$ cat config.mk
export PLATFORM = sky130hd
export DESIGN_NAME = tx_symbol_framer_flat
export DESIGN_NICKNAME = d
export VERILOG_FILES = /design/src/rtl/phy_sym_pkg.sv /design/src/rtl/tx_symbol_framer_if.sv /design/src/rtl/skp_timer.sv /design/src/rtl/tx_symbol_framer.sv /design/src/flat_wrapper.sv
export SDC_FILE = /design/constraint.sdc
export NUM_CORES = 1
export LEC_CHECK = 0
export ABC_AREA = 1
export BUFFER_PORTS_ARGS = -buffer_cell sky130_fd_sc_hd__buf_4
export CORE_ASPECT_RATIO = 1.75
export CORE_MARGIN = 2
export CORE_UTILIZATION = 40
export DETAILED_ROUTE_END_ITERATION = 6
export GPL_ROUTABILITY_DRIVEN = 0
export PLACE_DENSITY = 0.72
export SLEW_MARGIN = 20
export SYNTH_ARGS = -nofsm -noshare
export SYNTH_HDL_FRONTEND = slang
export SYNTH_HIERARCHICAL = 1
export SYNTH_SLANG_ARGS = --single-unit
$ cat constraint.sdc
create_clock -name clk -period 1.3 [get_ports clk]
set_clock_uncertainty 0.05 [all_clocks]
set_input_delay 0.26 -clock clk [delete_from_list [all_inputs] [get_ports clk]]
set_output_delay 0.26 -clock clk [all_outputs]
set_load 0.02 [all_outputs]
$ cat src/rtl/phy_sym_pkg.sv
// Lane symbol codes and framer state encoding shared by the TX framer and RX detector.
package phy_sym_pkg;

   localparam logic [7:0] COM  = 8'hBC;
   localparam logic [7:0] STP  = 8'hFB;
   localparam logic [7:0] SDP  = 8'h5C;
   localparam logic [7:0] SKP  = 8'h1C;
   localparam logic [7:0] END  = 8'hFD;
   localparam logic [7:0] EDB  = 8'hFE;
   localparam logic [7:0] FTS  = 8'h3C;
   localparam logic [7:0] IDLE = 8'h7C;

   // Each state names the context of the next symbol placed on the lane.
   typedef enum logic [1:0] {
      ST_IDLE = 2'd0,
      ST_SKP  = 2'd1,
      ST_DATA = 2'd2,
      ST_END  = 2'd3
   } framer_state_e;

endpackage

$ cat src/rtl/tx_symbol_framer_if.sv
// Packet source / lane bundle for tx_symbol_framer; in_abort exists only when TX_ABORT_EN is defined.
interface tx_symbol_framer_if;
   logic       in_valid;
   logic [7:0] in_data;
   logic       in_last;
   logic       in_ready;
`ifdef TX_ABORT_EN
   logic       in_abort;
`endif
   logic [7:0] tx_DataS;
   logic       tx_K;
   logic       tx_underrun;

`ifdef TX_ABORT_EN
   modport master (output in_valid, in_data, in_last, in_abort,
                   input  in_ready, tx_DataS, tx_K, tx_underrun);
   modport slave  (input  in_valid, in_data, in_last, in_abort,
                   output in_ready, tx_DataS, tx_K, tx_underrun);
`else
   modport master (output in_valid, in_data, in_last,
                   input  in_ready, tx_DataS, tx_K, tx_underrun);
   modport slave  (input  in_valid, in_data, in_last,
                   output in_ready, tx_DataS, tx_K, tx_underrun);
`endif
endinterface

$ cat src/rtl/skp_timer.sv
// SKP ordered-set interval timer: raises skp_pend every SKP_INTERVAL enabled cycles until cleared.
module skp_timer #(
   parameter int SKP_INTERVAL = 64
) (
   input  logic clk,
   input  logic rst,
   input  logic enb,
   input  logic clr,
   output logic skp_pend
);

   localparam int CNT_W = (SKP_INTERVAL > 1) ? $clog2(SKP_INTERVAL) : 1;
   localparam logic [CNT_W-1:0] CNT_LAST = CNT_W'(SKP_INTERVAL - 1);

   logic [CNT_W-1:0] cnt;
   logic             wrap;

   assign wrap = (cnt == CNT_LAST);

   // A wrap on the same edge as the COM that clears the request re-arms it.
   always_ff @(posedge clk) begin
      if (rst) begin
         cnt      <= '0;
         skp_pend <= 1'b0;
      end else if (enb) begin
         cnt <= wrap ? '0 : cnt + 1'b1;
         if (wrap)
            skp_pend <= 1'b1;
         else if (clr)
            skp_pend <= 1'b0;
      end
   end

endmodule

$ cat src/rtl/tx_symbol_framer.sv
// TX symbol framer: wraps byte packets in STP/END, fills gaps with IDLE, inserts COM+SKP at boundaries.
// Optional build macro TX_ABORT_EN adds in_abort, which nullifies the packet with EDB.
module tx_symbol_framer
   import phy_sym_pkg::*;
#(
   parameter int SKP_INTERVAL = 64,
   parameter int SKP_LEN      = 3
) (
   input logic                clk,
   input logic                rst,
   input logic                enb,
   tx_symbol_framer_if.slave  lane
);

   localparam logic [1:0] S_IDLE = ST_IDLE;
   localparam logic [1:0] S_SKP  = ST_SKP;
   localparam logic [1:0] S_DATA = ST_DATA;
   localparam logic [1:0] S_END  = ST_END;

   logic [1:0] state;
   logic [2:0] skp_cnt;
   logic       skp_pend;
   logic       com_emit;
   logic       abort;

`ifdef TX_ABORT_EN
   assign abort = lane.in_abort;
`else
   assign abort = 1'b0;
`endif

   assign com_emit      = enb & (state == S_IDLE) & skp_pend;
   assign lane.in_ready = enb & (state == S_DATA);

   skp_timer #(
      .SKP_INTERVAL (SKP_INTERVAL)
   ) u_skp_timer (
      .clk      (clk),
      .rst      (rst),
      .enb      (enb),
      .clr      (com_emit),
      .skp_pend (skp_pend)
   );

   always_ff @(posedge clk) begin
      if (rst) begin
         state            <= S_IDLE;
         skp_cnt          <= '0;
         lane.tx_DataS    <= IDLE;
         lane.tx_K        <= 1'b1;
         lane.tx_underrun <= 1'b0;
      end else if (enb) begin
         lane.tx_underrun <= 1'b0;
         lane.tx_K        <= 1'b1;
         case (state)
            S_IDLE: begin
               if (skp_pend) begin
                  lane.tx_DataS <= COM;
                  skp_cnt       <= 3'(SKP_LEN);
                  state         <= S_SKP;
               end else if (lane.in_valid) begin
                  lane.tx_DataS <= STP;
                  state         <= S_DATA;
               end else begin
                  lane.tx_DataS <= IDLE;
               end
            end
            S_SKP: begin
               lane.tx_DataS <= SKP;
               skp_cnt       <= skp_cnt - 1'b1;
               if (skp_cnt == 3'd1)
                  state <= S_IDLE;
            end
            S_DATA: begin
               if (lane.in_valid) begin
                  if (abort) begin
                     lane.tx_DataS <= EDB;
                     state         <= S_IDLE;
                  end else begin
                     lane.tx_DataS <= lane.in_data;
                     lane.tx_K     <= 1'b0;
                     if (lane.in_last)
                        state <= S_END;
                  end
               end else begin
                  // Source starved mid-packet: close it rather than stall the lane.
                  lane.tx_DataS    <= END;
                  lane.tx_underrun <= 1'b1;
                  state            <= S_IDLE;
               end
            end
            S_END: begin
               lane.tx_DataS <= END;
               state         <= S_IDLE;
            end
            default: state <= S_IDLE;
         endcase
      end
   end

endmodule

$ cat src/flat_wrapper.sv
// flat-port wrapper written by rule: the top's interface ports become plain ports
module tx_symbol_framer_flat import phy_sym_pkg::*;
#(
   parameter int SKP_INTERVAL = 64,
   parameter int SKP_LEN      = 3
)
  (clk, rst, enb, lane_in_valid, lane_in_data, lane_in_last, lane_in_ready, lane_tx_DataS, lane_tx_K, lane_tx_underrun);
  tx_symbol_framer_if lane_i ();
  input logic clk;
  input logic rst;
  input logic enb;
  input wire logic [$bits(lane_i.in_valid)-1:0] lane_in_valid;
  input wire logic [$bits(lane_i.in_data)-1:0] lane_in_data;
  input wire logic [$bits(lane_i.in_last)-1:0] lane_in_last;
  output wire logic [$bits(lane_i.in_ready)-1:0] lane_in_ready;
  output wire logic [$bits(lane_i.tx_DataS)-1:0] lane_tx_DataS;
  output wire logic [$bits(lane_i.tx_K)-1:0] lane_tx_K;
  output wire logic [$bits(lane_i.tx_underrun)-1:0] lane_tx_underrun;
  assign lane_i.in_valid = lane_in_valid;
  assign lane_i.in_data = lane_in_data;
  assign lane_i.in_last = lane_in_last;
  assign lane_in_ready = lane_i.in_ready;
  assign lane_tx_DataS = lane_i.tx_DataS;
  assign lane_tx_K = lane_i.tx_K;
  assign lane_tx_underrun = lane_i.tx_underrun;
  tx_symbol_framer #(.SKP_INTERVAL(SKP_INTERVAL), .SKP_LEN(SKP_LEN)) u_core (.clk(clk), .rst(rst), .enb(enb), .lane(lane_i));
endmodule
==> impl_metrics.ini <==
[synth]
avgSynthCellArea_um2 = 7.21
synth_warnings = 6
synth_cells = 150
syn-num-nets = 166
ys_ff_latch = 22
synth_cell_types = 24
syn_area_um2 = 1080
yosysSeqAreaShare = 0.407

[layout]
num_antenna_cells = 0
stdcell_count = 205
synthToLayoutAreaGrowth_pct = 26.0
finalInstanceArea_um2 = 1360
final_layout_size_suffix_gt1_frac = 0.292
fin_nets = 196
fillerInstances = 257

[clock_tree]
clkTransAtPathRegs_ns = 0.07
h-tree-depth = 1
cts_buffer_depth = 2
cts_made_buffers = 3
worstSkewPairLatency_ns = 0.26
cts_hold_buffers = 0
cts_tree = yes
root_buffer = clkbuf_8
cts.sinks = 22

[sta]
relSlewSlack = 0.835
fmax_mhz = 786
hold_slack_ns = 0.165
rsz0062_at_grt = true
drv_slew = 0
hold_viol_final = 0
setup_violations = 0
min_period_ns = 1.27
fin_crit_sh = 0.979
tns_ns = 0
tightest_slew_ns = 0.247

[critical_path]
crit_required_ns = 0.99
cp.arrival_ns = 0.96
worst-setup-path-type = reg -> out
crit_fanout = 4
reg2regPathDepth = 6
start_kind = register
cp-end-kind = primary output
reg2reg_slack_ns = 0.07

[route]
routedWlPerCell_um = 12.1
totalWireLength_um = 2480
dr.pass1.iters = 4
vias = 1060
via_per_inst = 5.17
drc_errors = 0
dr.first_iter.drc_count = 20
route.antenna.remaining_nets = 0

[placed_design]
dp.cells = 201
place_area_um2 = 1290
portBuffers = 23
dp_hpwl_um = 2000

[status]
status = finished, final reports clean

[die]
core_area_um2 = 2630
pin_count = 24
die_h_um = 72.8
dieArea_um2 = 3150
num_rows = 25
start_util = 0.411
die_x_um = 43.3

[global_routing]
grt_start_max_net_pins = 13
grt_usage = 0.170
grt_pass1_wl_um = 4080
grt_pass1_vias = 1024
grt.overflow.total = 0
antenna_found_initial = 0

[worst_hold_path]
hold_depth = 3
hold_path.class = in -> reg

[pwr]
powerDensity_nw_per_um2 = 1120
worst_ir_drop_vdd_v = 0.000675
power.static_leakage_nw = 0.604
finalPower_mw = 1.53

[job]
maxCapViolations = 0
==> cell usage after synthesis (all sizes together) <==
cell / instances / area, um^2
buf: 2 / 16.3
a31oi: 2 / 12.5
nor3: 5 / 30.0
o21bai: 1 / 7.51
ha: 3 / 37.5
dfxtp: 22 / 440
o211ai: 2 / 15.0
nand3: 8 / 40.0
inv: 17 / 63.8
xnor2: 1 / 8.76
nor2: 20 / 97.6
o21ai: 14 / 73.8
and3: 1 / 6.26
nand2: 41 / 169
a21oi: 11 / 62.6
==> where the power goes <==
group | total, mW | internal [mW] | switching (mW)
clock | 0.413 | 0.207 | 0.206
combinational | 0.361 | 0.149 | 0.211
sequential | 0.752 | 0.720 | 0.0312
total | 1.53 | 1.08 | 0.449
==> state kept, by name, summed over array words and instances (netlist names) <==
| register | cells |
|---|---|
| u_core/skp_cnt | 3 |
| u_core/u_skp_timer/skp_pend | 1 |
| u_core/lane.tx_K | 1 |
| u_core/state | 2 |
| u_core/lane.tx_underrun | 1 |
| u_core/u_skp_timer/cnt | 6 |
| u_core/lane.tx_DataS | 8 |
==> kinds of logic (layout without fill, tap and decap cells) <==
| group | after synthesis | after routing | share of synthesized area |
|---|---|---|---|
| compound gates | 30 | 30 | 0.159 |
| flops | 22 | 22 | 0.407 |
| xor+xnor | 1 | 1 | 0.00810 |
| buf+inv | 19 | 47 | 0.0741 |
| simple gates | 75 | 75 | 0.317 |
| fa+ha+maj | 3 | 3 | 0.0347 |
==> per-layer routing <==
layer / up-vias / wire length (um) / GRT usage
met5: - / 0 / 0
met4: 0 / 50 / 0.0909
met3: 5 / 71 / 0.0173
met2: 18 / 1430 / 0.333
met1: 495 / 925 / 0.163
li1: 542 / - / -
==> cells in the final DEF (no fill, tap or decap) <==
| master | n |
|---|---|
| nand2_1 | 35 |
| buf_4 | 26 |
| dfxtp_1 | 20 |
| inv_1 | 14 |
| nor2_1 | 13 |
| a21oi_1 | 9 |
| o21ai_0 | 8 |
| nand3_1 | 8 |
| nor2_2 | 6 |
| nand2_2 | 5 |
| o21ai_1 | 5 |
| nor3_1 | 4 |
| clkbuf_8 | 3 |
| inv_2 | 3 |
| ha_1 | 3 |
| a21oi_2 | 2 |
| o211ai_1 | 2 |
| a31oi_1 | 2 |
| buf_6 | 1 |
| nor3_4 | 1 |
| o21bai_1 | 1 |
| nand2_4 | 1 |
| nor2_4 | 1 |
| xnor2_1 | 1 |
| o21ai_2 | 1 |
| and3_1 | 1 |
| dfxtp_2 | 1 |
| dfxtp_4 | 1 |
==> final timing paths <==
path,from,to
setup / recovery,u_core/state[0]$_SDFFE_PP0P_,lane_in_ready
hold reg to reg,u_core/lane.tx_K$_SDFFE_PP1P_,u_core/lane.tx_K$_SDFFE_PP1P_
hold / removal,lane_in_data[3],u_core/lane.tx_DataS[3]$_SDFFE_PP1P_
setup reg to reg,u_core/u_skp_timer/cnt[0]$_SDFFE_PP0P_,u_core/u_skp_timer/cnt[3]$_SDFFE_PP0P_
==> per-stage QoR <==
| stage | setup WS [ns] | utilization |
|---|---|---|
| 2_1_floorplan | 0.193 | - |
| 3_3_place_gp | 0.139 | 0.492 |
| 3_5_place_dp | 0.0848 | 0.492 |
| 4_1_cts | 0.00976 | 0.517 |
| 5_1_grt | -0.0153 | 0.519 |
| 6_report | 0.0272 | 0.519 |
==> repair_timing <==
item	in CTS	in global routing
setup endpoints to repair	1	2
resized for setup	5	1
pin swaps	1	0
setup buffers	1	0
==> final cells by class <==
class	count	area [um^2]	area share
Tap cell	27	33.8	0.0248
Clock buffer	3	41.3	0.0303
Sequential cell	22	445	0.327
Timing Repair Buffer	27	206	0.152
Inverter	17	63.8	0.0468
Multi-Input combinational cell	109	572	0.420
==> critical path, stage by stage, from the launching register on <==
cell and delay [ns]:
dfxtp_2 0.36, nor3_4 0.20, buf_6 0.14
Power figures use the tool's default switching activity.
